[src/rtl/mem_fifo_ctrl.sv]
// FIFO controller in front of a registered-read memory, with valid/ready on both ends.
// A two-entry output buffer (out + skid) prefetches so the output sustains one word per clock.
module mem_fifo_ctrl #(
    parameter int DEPTH = 8,
    parameter int WIDTH = 32,
    localparam int AWIDTH = $clog2(DEPTH),
    localparam int CWIDTH = $clog2(DEPTH + 3)
) (
    input  logic              clk,
    input  logic              rst_n,
    input  logic              in_valid,
    output logic              in_ready,
    input  logic [WIDTH-1:0]  in_data,
    output logic              out_valid,
    input  logic              out_ready,
    output logic [WIDTH-1:0]  out_data,
    output logic              mem_wr_en,
    output logic [AWIDTH-1:0] mem_wr_addr,
    output logic [WIDTH-1:0]  mem_wr_data,
    output logic              mem_rd_en,
    output logic [AWIDTH-1:0] mem_rd_addr,
    input  logic [WIDTH-1:0]  mem_rd_data,
    output logic [CWIDTH-1:0] count
);

    localparam logic [AWIDTH-1:0] LAST_ADDR = AWIDTH'(DEPTH - 1);
    localparam logic [AWIDTH:0]   MEM_FULL  = (AWIDTH + 1)'(DEPTH);

    logic [AWIDTH-1:0] wr_ptr;
    logic [AWIDTH-1:0] rd_ptr;
    logic [AWIDTH:0]   mem_count;
    logic              rd_pending;
    logic              skid_valid;
    logic [WIDTH-1:0]  skid_data;
    logic              pop;
    logic              wr_fire;
    logic              rd_fire;
    logic [2:0]        buf_after;

    // buf_after: buffer words plus the pending return, net of this cycle's pop;
    // issuing only below 2 guarantees the returned word always has a free slot.
    always_comb begin
        pop       = out_valid && out_ready;
        in_ready  = rst_n && (mem_count < MEM_FULL);
        wr_fire   = in_valid && in_ready;
        buf_after = 3'(out_valid) + 3'(skid_valid) + 3'(rd_pending) - 3'(pop);
        rd_fire   = (mem_count != '0) && (buf_after < 3'd2);
    end

    always_comb begin
        mem_wr_en   = wr_fire;
        mem_wr_addr = wr_ptr;
        mem_wr_data = in_data;
        mem_rd_en   = rd_fire;
        mem_rd_addr = rd_ptr;
        count       = CWIDTH'(mem_count) + CWIDTH'(rd_pending)
                    + CWIDTH'(out_valid) + CWIDTH'(skid_valid);
    end

    always_ff @(posedge clk or negedge rst_n) begin
        if (!rst_n) begin
            wr_ptr     <= '0;
            rd_ptr     <= '0;
            mem_count  <= '0;
            rd_pending <= 1'b0;
        end else begin
            if (wr_fire) begin
                wr_ptr <= (wr_ptr == LAST_ADDR) ? '0 : wr_ptr + 1'b1;
            end
            if (rd_fire) begin
                rd_ptr <= (rd_ptr == LAST_ADDR) ? '0 : rd_ptr + 1'b1;
            end
            rd_pending <= rd_fire;
            case ({wr_fire, rd_fire})
                2'b10:   mem_count <= mem_count + 1'b1;
                2'b01:   mem_count <= mem_count - 1'b1;
                default: mem_count <= mem_count;
            endcase
        end
    end

    always_ff @(posedge clk or negedge rst_n) begin
        if (!rst_n) begin
            out_valid  <= 1'b0;
            out_data   <= '0;
            skid_valid <= 1'b0;
            skid_data  <= '0;
        end else if (pop && skid_valid) begin
            out_data <= skid_data;
            if (rd_pending) begin
                skid_data <= mem_rd_data;
            end else begin
                skid_valid <= 1'b0;
            end
        end else if (rd_pending) begin
            // pop here implies skid is empty, so the return goes straight to out
            if (!out_valid || pop) begin
                out_data  <= mem_rd_data;
                out_valid <= 1'b1;
            end else begin
                skid_data  <= mem_rd_data;
                skid_valid <= 1'b1;
            end
        end else if (pop) begin
            out_valid <= 1'b0;
        end
    end

endmodule

[config.mk]
export PLATFORM = sky130hd
export DESIGN_NAME = mem_fifo_ctrl
export DESIGN_NICKNAME = d
export VERILOG_FILES = /design/src/rtl/mem_fifo_ctrl.sv
export SDC_FILE = /design/constraint.sdc
export NUM_CORES = 1
export LEC_CHECK = 0
export CORE_UTILIZATION = 44
export CTS_CLUSTER_SIZE = 40
export DETAILED_ROUTE_END_ITERATION = 8
export PLACE_DENSITY = 0.91
export SETUP_SLACK_MARGIN = 0.5
export SYNTH_ARGS = -nofsm -noshare
export SYNTH_HDL_FRONTEND = slang
export SYNTH_SLANG_ARGS = --single-unit
[constraint.sdc]
create_clock -name clk -period 3.65 [get_ports clk]
set_clock_uncertainty 0.1 [all_clocks]
set_input_delay 1.095 -clock clk [delete_from_list [all_inputs] [get_ports clk]]
set_output_delay 1.095 -clock clk [all_outputs]
set_load 0.05 [all_outputs]
==> results, run 1 <==
- Across the whole layout, storage elements account for 0.00193 mm².
- For this run, the number of Yosys warnings is 0.
- The maximum number of pins on one net before global-route repair is 65.
- The post-synthesis cell count is 317.
- Setup violations remaining at the end of the flow were counted as 0.
- By instance count, the cell type seen most on the critical path is ha_4.
- The arrival time of data at the critical path endpoint is 2240 ps.
- The repair_antennas step left the layout with diodes totalling 0.
- The portion of synthesized area spent on multiplexers is 0.192.
- The cell count of the worst reg-to-reg path is 14.
- The global-route wire length before repair is 11600 µm.
- The post-synth design cell area is 0.00378 mm².
- The path class of the tightest hold or removal check is reg2reg.
- The layout overhead on the synthesized area is 30.1%.
- The number of nets in the synthesized netlist is 399.
- Of the total synthesized cell area, the portion taken by XOR and XNOR cells is 0.0209.
- The number of distinct standard cells referenced by the synthesized netlist is 30.
- The global-route total usage across every layer is 0.167.
- In the finished design, the share of the clock period the worst path needs comes to 0.940.
- In this design, the stage delay of the slowest critical-path cell is 270 ps.
- The highest clock frequency the design can meet is 0.291 GHz.
- The overall routed net length is 7260 µm.
- The TritonCTS buffer count is 9.
- Pin placement for this block handled 146 I/O pins.
- Setup repair after global routing could not meet its margin everywhere.
- TritonCTS built the clock tree.
- The die outline area is 0.00896 mm².
- The via-per-instance ratio is 5.06.
- The share of the synthesized area in the top cell type is 0.510.
- Walking the worst path, the cells encountered are buf_8, nand2_8, ha_4, ha_4, a21oi_4, xnor2_2, nor2_4, buf_12.
- The clock reaches the later pin of the worst-skew pair after 330 ps.
- The aggregate negative setup slack is 0 ps.
- The largest fanout of any net on the critical path is 2.
- The kind of start point of the critical path is a primary input.
- The count of buffers from port buffering is 81.
- Measured along the y axis, the die boundary spans 94.7 µm.
- The largest family of logic cells by synthesized area is multiplexers.
- For this run, the register share of the synthesized area comes to 0.510.
- The via count of the first global-routing pass is 2518.
- The hold violation count in the final report came to 0.
- The post-synthesis compound-gate area fraction is 0.0732.
- The congestion estimate from routability-driven global placement came to 0.677.
- After detailed routing, the number of remaining DRC violations is 0.
- Ranked by total cell area, the synthesized netlist is headed by dfrtp_1, mux2_2, mux2i_1.
- The overflow left after global routing is 0.
- OpenSTA, run right after detailed placement, puts the worst setup slack at -388 ps.
- For this design, the CTS-stage hold fixing added 0 buffers.
- The most common cell after layout, fill and taps aside is dfrtp_1.
- The least setup slack across all paths after layout is 219 ps.
- The site row count is 33.
- The deepest level of the CTS H-tree is 3.
- The cell count after placement is 469.
- The flow ran to the end, and the final reports show no timing, DRC or antenna violations.
- The root buffer cell chosen for the clock tree is clkbuf_8.
- The hold-critical path depth is 2.
- In this run the deepest clock path goes through 2 buffers.
- After synthesis, the mean cell area works out to 11.9 µm².
- The worst setup path category is in2out.
- The first detailed-routing pass ran for 4 iterations.
- The detail route stage leaves a number of antenna-violating nets equal to 0.
- Dividing the detail-routed wire length by the instance count gives 14.9 µm.
- In the layout the commonest cells are dfrtp_1, clkdlybuf4s50_1, o21ai_0, mux2_2, nand2_1.
- The die is 94.7 µm wide.
- Of the cells placed in the final design, the portion with a size suffix greater than 1 is 0.257.
- The initial antenna violation count is 0.
- The worst setup path is captured at an output pin.
- The largest individual stage delay along the critical path comes from the cell ha_4.
- The number of clock sinks seen by CTS is 77.
- The worst path in the final design needs a cycle of 3430 ps, including I/O delays and setup.
- After clock tree synthesis, the clock-pin slew on the worst setup and hold paths is 80 ps.
- The max-slew violation total from the final report is 0.
- The cell taking the most area after synthesis is dfrtp_1.
- At the worst endpoint, the required time is 2450 ps.
- Once detailed placement completed, the half-perimeter wirelength came to 5130 µm.
- The pin slew with the least headroom to its limit is 558 ps.
- After synthesis the netlist holds a flip-flop and latch count of 77.
- The post-synthesis simple-gate area fraction is 0.0550.
- At the end of the flow, the number of nets in the layout was 460.
- The relative slew slack is 0.628.
- The total number of vias is 2462.
- The synthesized-area fraction occupied by adder cells is 0.0503.
- The post-route non-filler standard cell count is 487.
- The initial detailed-routing violation count is 32.
- The initial cell density of the core is 0.457.
- The layout filler cell count is 672.
- The number of max-cap violations is 0.
- In this run the standard cell core region covers 0.00826 mm².
- The multi-input combinational cells in the finished layout cover a total of 0.00164 mm².
==> flip-flops by register name (all words and copies together) (netlist names) <==
name         count
skid_valid       1
out_valid        1
skid_data       32
rd_pending       1
mem_count        4
out_data        32
mem_rd_addr      3
mem_wr_addr      3
==> logic make-up after synthesis <==
group                      count (synthesis)
DFF                                       77
muxes                                     68
buffers and inverters                     53
AOI/OAI and AO/OA                         48
and+or+nand+nor                           48
adders and majority gates                 14
xor gates and xnor gates                   9
==> layer usage <==
layer / part of all wire / vias up / global-route usage
met3: 0.064 / 25 / 0.0395
met5: 0 / - / 0
met4: 0.023 / 0 / 0.0682
met1: 0.42 / 1196 / 0.202
met2: 0.49 / 71 / 0.285
li1: - / 1170 / -
==> final timing paths <==
| path | from | endpoint | slack [ps] |
|---|---|---|---|
| min reg2reg | out_data[27] | out_data[27] | 380 |
| max in group asynchronous | rst_n | out_valid | 1760 |
| max reg2reg | rd_pending | mem_count[2] | 720 |
| min | out_data[27] | out_data[27] | 380 |
| min in group asynchronous | rst_n | out_data[11] | 770 |
| max | out_ready | mem_rd_en | 220 |
==> final cells by class <==
| cell class | instances | share of cell area |
|---|---|---|
| Tap cell | 105 | 0.0267 |
| Timing Repair Buffer | 97 | 0.202 |
| Clock inverter | 3 | 0.00891 |
| Clock buffer | 12 | 0.0316 |
| Multi-Input combinational cell | 187 | 0.333 |
| Sequential cell | 77 | 0.393 |
| Inverter | 6 | 0.00534 |
==> timing repair <==
item,CTS,global route
setup endpoints to repair,9,6
resized for setup,14,0
buffers inserted,2,1
pin swaps,10,3
==> cells in the mapped netlist <==
cell and n:
a21o_1 3, o21ai_2 1, buf_6 6, a31oi_1 1, o41ai_1 1, clkbuf_1 3, ha_1 12, dfrtp_1 77
a21oi_1 3, nand2_2 1, xnor2_1 3, mux2_1 2, mux2_2 34, fa_1 2, o21ai_0 36, nor3_1 2
nand2b_1 1, a211oi_4 1, nand3b_1 1, buf_4 32, inv_1 6, nor4_2 1, nand2_1 36, mux2i_1 32
nor2_1 4, nand4b_1 1, nor2b_1 1, xor2_1 6, buf_2 6, a22oi_1 2
==> critical path, delay by kind of cell <==
kind / cells / cell delay (ps)
and+or+nand+nor: 2 / 120
buffers and inverters: 2 / 260
AOI/OAI and AO/OA: 1 / 150
xor gates and xnor gates: 1 / 150
adders and majority gates: 2 / 460
==> through the flow <==
step                      hold WS, ps  instance area, µm²   util
after floorplan                   357                3920      -
after global placement            363                4660  0.565
after detailed placement          370                4660  0.565
after CTS                         388                4910  0.594
after global routing              415                4920  0.595
final                             384                4920  0.595
Power of run 1 is left out: the tool's default activity adds up to more than one toggle a clock period on the data nets, which glitch-free logic cannot reach.
==> run 2: changes to the inputs <==
- CORE_UTILIZATION: 44 -> 48
- CTS_CLUSTER_DIAMETER: unset -> 30
- MAX_ROUTING_LAYER: unset -> met4
- PLACE_DENSITY: 0.91 -> 0.95
- clock period: 3.65 -> 4 ns (I/O delays scaled with it)
==> run 2 against run 1 <==
Net effect: clock-buffer cell count decreased by 1; routed wire length is 0.11% higher; core utilization up 5.6 points; sequential share of layout area increased by 0.48 points; register-to-register slack improved by 290 ps; critical path depth stayed put; first-iteration DRC count rose by 130%; setup slack better by 110 ps; via count rose by 0.20%.
==> results, run 2 (synthesis results as in run 1) <==
- The largest fanout of any net on the critical path is 2 (unchanged).
- The worst-case hold slack is 376 ps (was 384 ps).
- The count of TritonRoute iterations in the first routing pass was 4 (unchanged).
- The mean routed wirelength per cell is 15.1 µm (was 14.9 µm).
- The finished layout cell area is 0.00485 mm² (was 0.00492 mm²).
- The maximum number of pins on one net before global-route repair is 78 (was 65).
- The post-route fraction of the period consumed by the critical path is 0.917.
- The buffering stage count on the worst path with inverters included is 2 (unchanged).
- Top library cells by usage in the layout, fill and taps aside: dfrtp_1, clkdlybuf4s50_1, o21ai_0, nand2_1, mux2_2 (was dfrtp_1, clkdlybuf4s50_1, o21ai_0, mux2_2, nand2_1).
- The cell family with the largest share of critical-path delay is adder cells (unchanged).
- The worst setup path category is in2out (unchanged).
- The number of nets with antenna violations after routing was 0 (unchanged).
- The final RePlAce weighted congestion was 0.697 (was 0.677).
- The count of buffers from port buffering is 81 (unchanged).
- Setup repair after global routing missed its margin: true (unchanged).
- The number of remaining DRC errors came to 0 (unchanged).
- The critical path's most frequent cell is ha_4 (unchanged).
- The initial detailed-routing violation count is 73 (was 32).
- The master cell of the clock root buffer is clkbuf_8 (unchanged).
- The overall routed net length is 7270 µm (was 7260 µm).
- The source-to-sink clock delay at the later pin of the worst-skew pair came to 340 ps (was 330 ps).
- The category of the worst setup path capture point is an output pin (unchanged).
- The site row count is 31 (was 33).
- The worst min-delay path category is reg2reg (unchanged).
- The overall die width is 90.7 µm (was 94.7 µm).
- The core outline area is 0.00745 mm² (was 0.00826 mm²).
- The kind of start point of the critical path is a primary input (unchanged).
- The hold buffer count at cts is 0 (unchanged).
- The clock slew seen by the registers of the worst setup and hold paths is 70 ps (was 80 ps).
- The die outline area was 0.00823 mm² (was 0.00896 mm²).
- The area of placed instances is 0.00456 mm² (was 0.00466 mm²).
- The most common cell after layout, fill and taps aside is dfrtp_1 (unchanged).
- The diode insertion count for antenna repair is 0 (unchanged).
- The delay contributed by the slowest stage of the critical path is 270 ps (about the same).
- The global-route total usage across every layer is 0.192 (was 0.167).
- The pin slew with the least headroom to its limit is 969 ps (was 558 ps).
- The global-route wire length before repair came to 12100 µm (was 11600 µm).
- The max-slew violation total from the final report is 0 (unchanged).
- The number of max-cap violations came to 0 (unchanged).
- Result of the run: complete, no violations (unchanged).
- The overflow left after global routing came to 0 (unchanged).
- The share of final-layout standard cells stronger than drive strength 1 came to 0.241 (was 0.257).
- The aggregate negative setup slack was 0 ps (unchanged).
- The hold violation count in the final report is 0 (unchanged).
- The deepest level of the CTS H-tree is 3 (unchanged).
- The total number of vias is 2467 (was 2462).
- The via count of the first global-routing pass is 2704 (was 2518).
- The TritonCTS clock tree is built (unchanged).
- Biggest regs: out_data x32, skid_data x32, mem_count x4 (unchanged).
- The I/O pin count is 146 (unchanged).
- The total setup violations reported at the end of the flow is 0 (unchanged).
- Counting I/O delays and the setup requirement, the final critical path takes 3670 ps.
- The number of clock sinks seen by CTS is 77 (unchanged).
- The arrival time of data at the critical path endpoint is 2370 ps (was 2240 ps).
- CP Cell Sequence: buf_8, nand2_4, ha_4, ha_4, a21oi_4, xnor2_2, nor2_4, buf_12 (was buf_8, nand2_8, ha_4, ha_4, a21oi_4, xnor2_2, nor2_4, buf_12).
- The height of the chip came to 90.7 µm (was 94.7 µm).
- The initial cell density of the core is 0.507 (was 0.457).
- The via-per-instance ratio is 5.14 (was 5.06).
- The half-perimeter wire length of the detailed placement result came to 4940 µm (was 5130 µm).
- The maximum clock insertion buffer count came to 2 (unchanged).
- The layout overhead on the synthesized area came to 28.4% (was 30.1%).
- The required arrival time at the worst endpoint is 2700 ps (was 2450 ps).
- The slowest cell on the critical path is ha_4 (unchanged).
- The TritonCTS buffer count is 9 (unchanged).
- The initial antenna violation count is 0 (unchanged).
- The post-layout net count is 458 (was 460).
- The relative slew slack came to 0.354 (was 0.628).
- The highest clock frequency the design can meet is 0.273 GHz.
-- run 2: worst paths after layout --
| check | startpoint | to | slack, ps | depth (start not counted) |
|---|---|---|---|---|
| max in group asynchronous | rst_n | mem_count[0] | 2100 | 2 |
| hold reg to reg | out_data[19] | out_data[19] | 380 | 2 |
| min in group asynchronous | rst_n | out_data[1] | 980 | 2 |
| hold / removal | out_data[19] | out_data[19] | 380 | 2 |
| setup / recovery | out_ready | mem_rd_en | 330 | 8 |
| setup reg to reg | out_valid | mem_count[2] | 1010 | 15 |
-- run 2: worst reg2reg max path, stage by stage, from the launching register on --
cell and delay (ps):
dfrtp_2 440, buf_4 180, nand2_4 80, ha_4 200, ha_4 270, a21oi_4 60
xnor2_2 230, nor2_4 80, buf_4 180, ha_2 190, xor2_1 140, ha_1 200
a21oi_2 120, xor2_1 170, nor2_1 80, xor2_1 150
-- run 2: per-stage QoR --
step           worst slack (ps)   util  std cells
4_1_cts                     293  0.647        479
2_1_floorplan               343      -        317
3_3_place_gp               -170  0.612        460
6_report                    331  0.651        480
5_1_grt                     288  0.651        480
3_5_place_dp               -185  0.612        460
-- run 2: timing repair --
action,in CTS,in global routing
endpoints found under the setup margin,7,5
resized for setup,11,7
pin swaps,2,6
buffers inserted,3,1
-- run 2: layout make-up --
cell class	count	area, µm²
clock buffer	11	141
inverter	6	22.5
tap	99	124
fill	595	2600
multi-input combinational	187	1580
clock inverter	5	83.8
timing repair buffer	95	967
sequential	77	1930
-- run 2: metal layers --
layer,vias to the layer above,part of all wire,global-route usage
met5,-,0,-
met4,0,0.027,0.0941
met3,30,0.046,0.0421
met2,72,0.51,0.328
met1,1195,0.42,0.213
li1,1170,-,-
Power of run 2 is left out for the same reason.
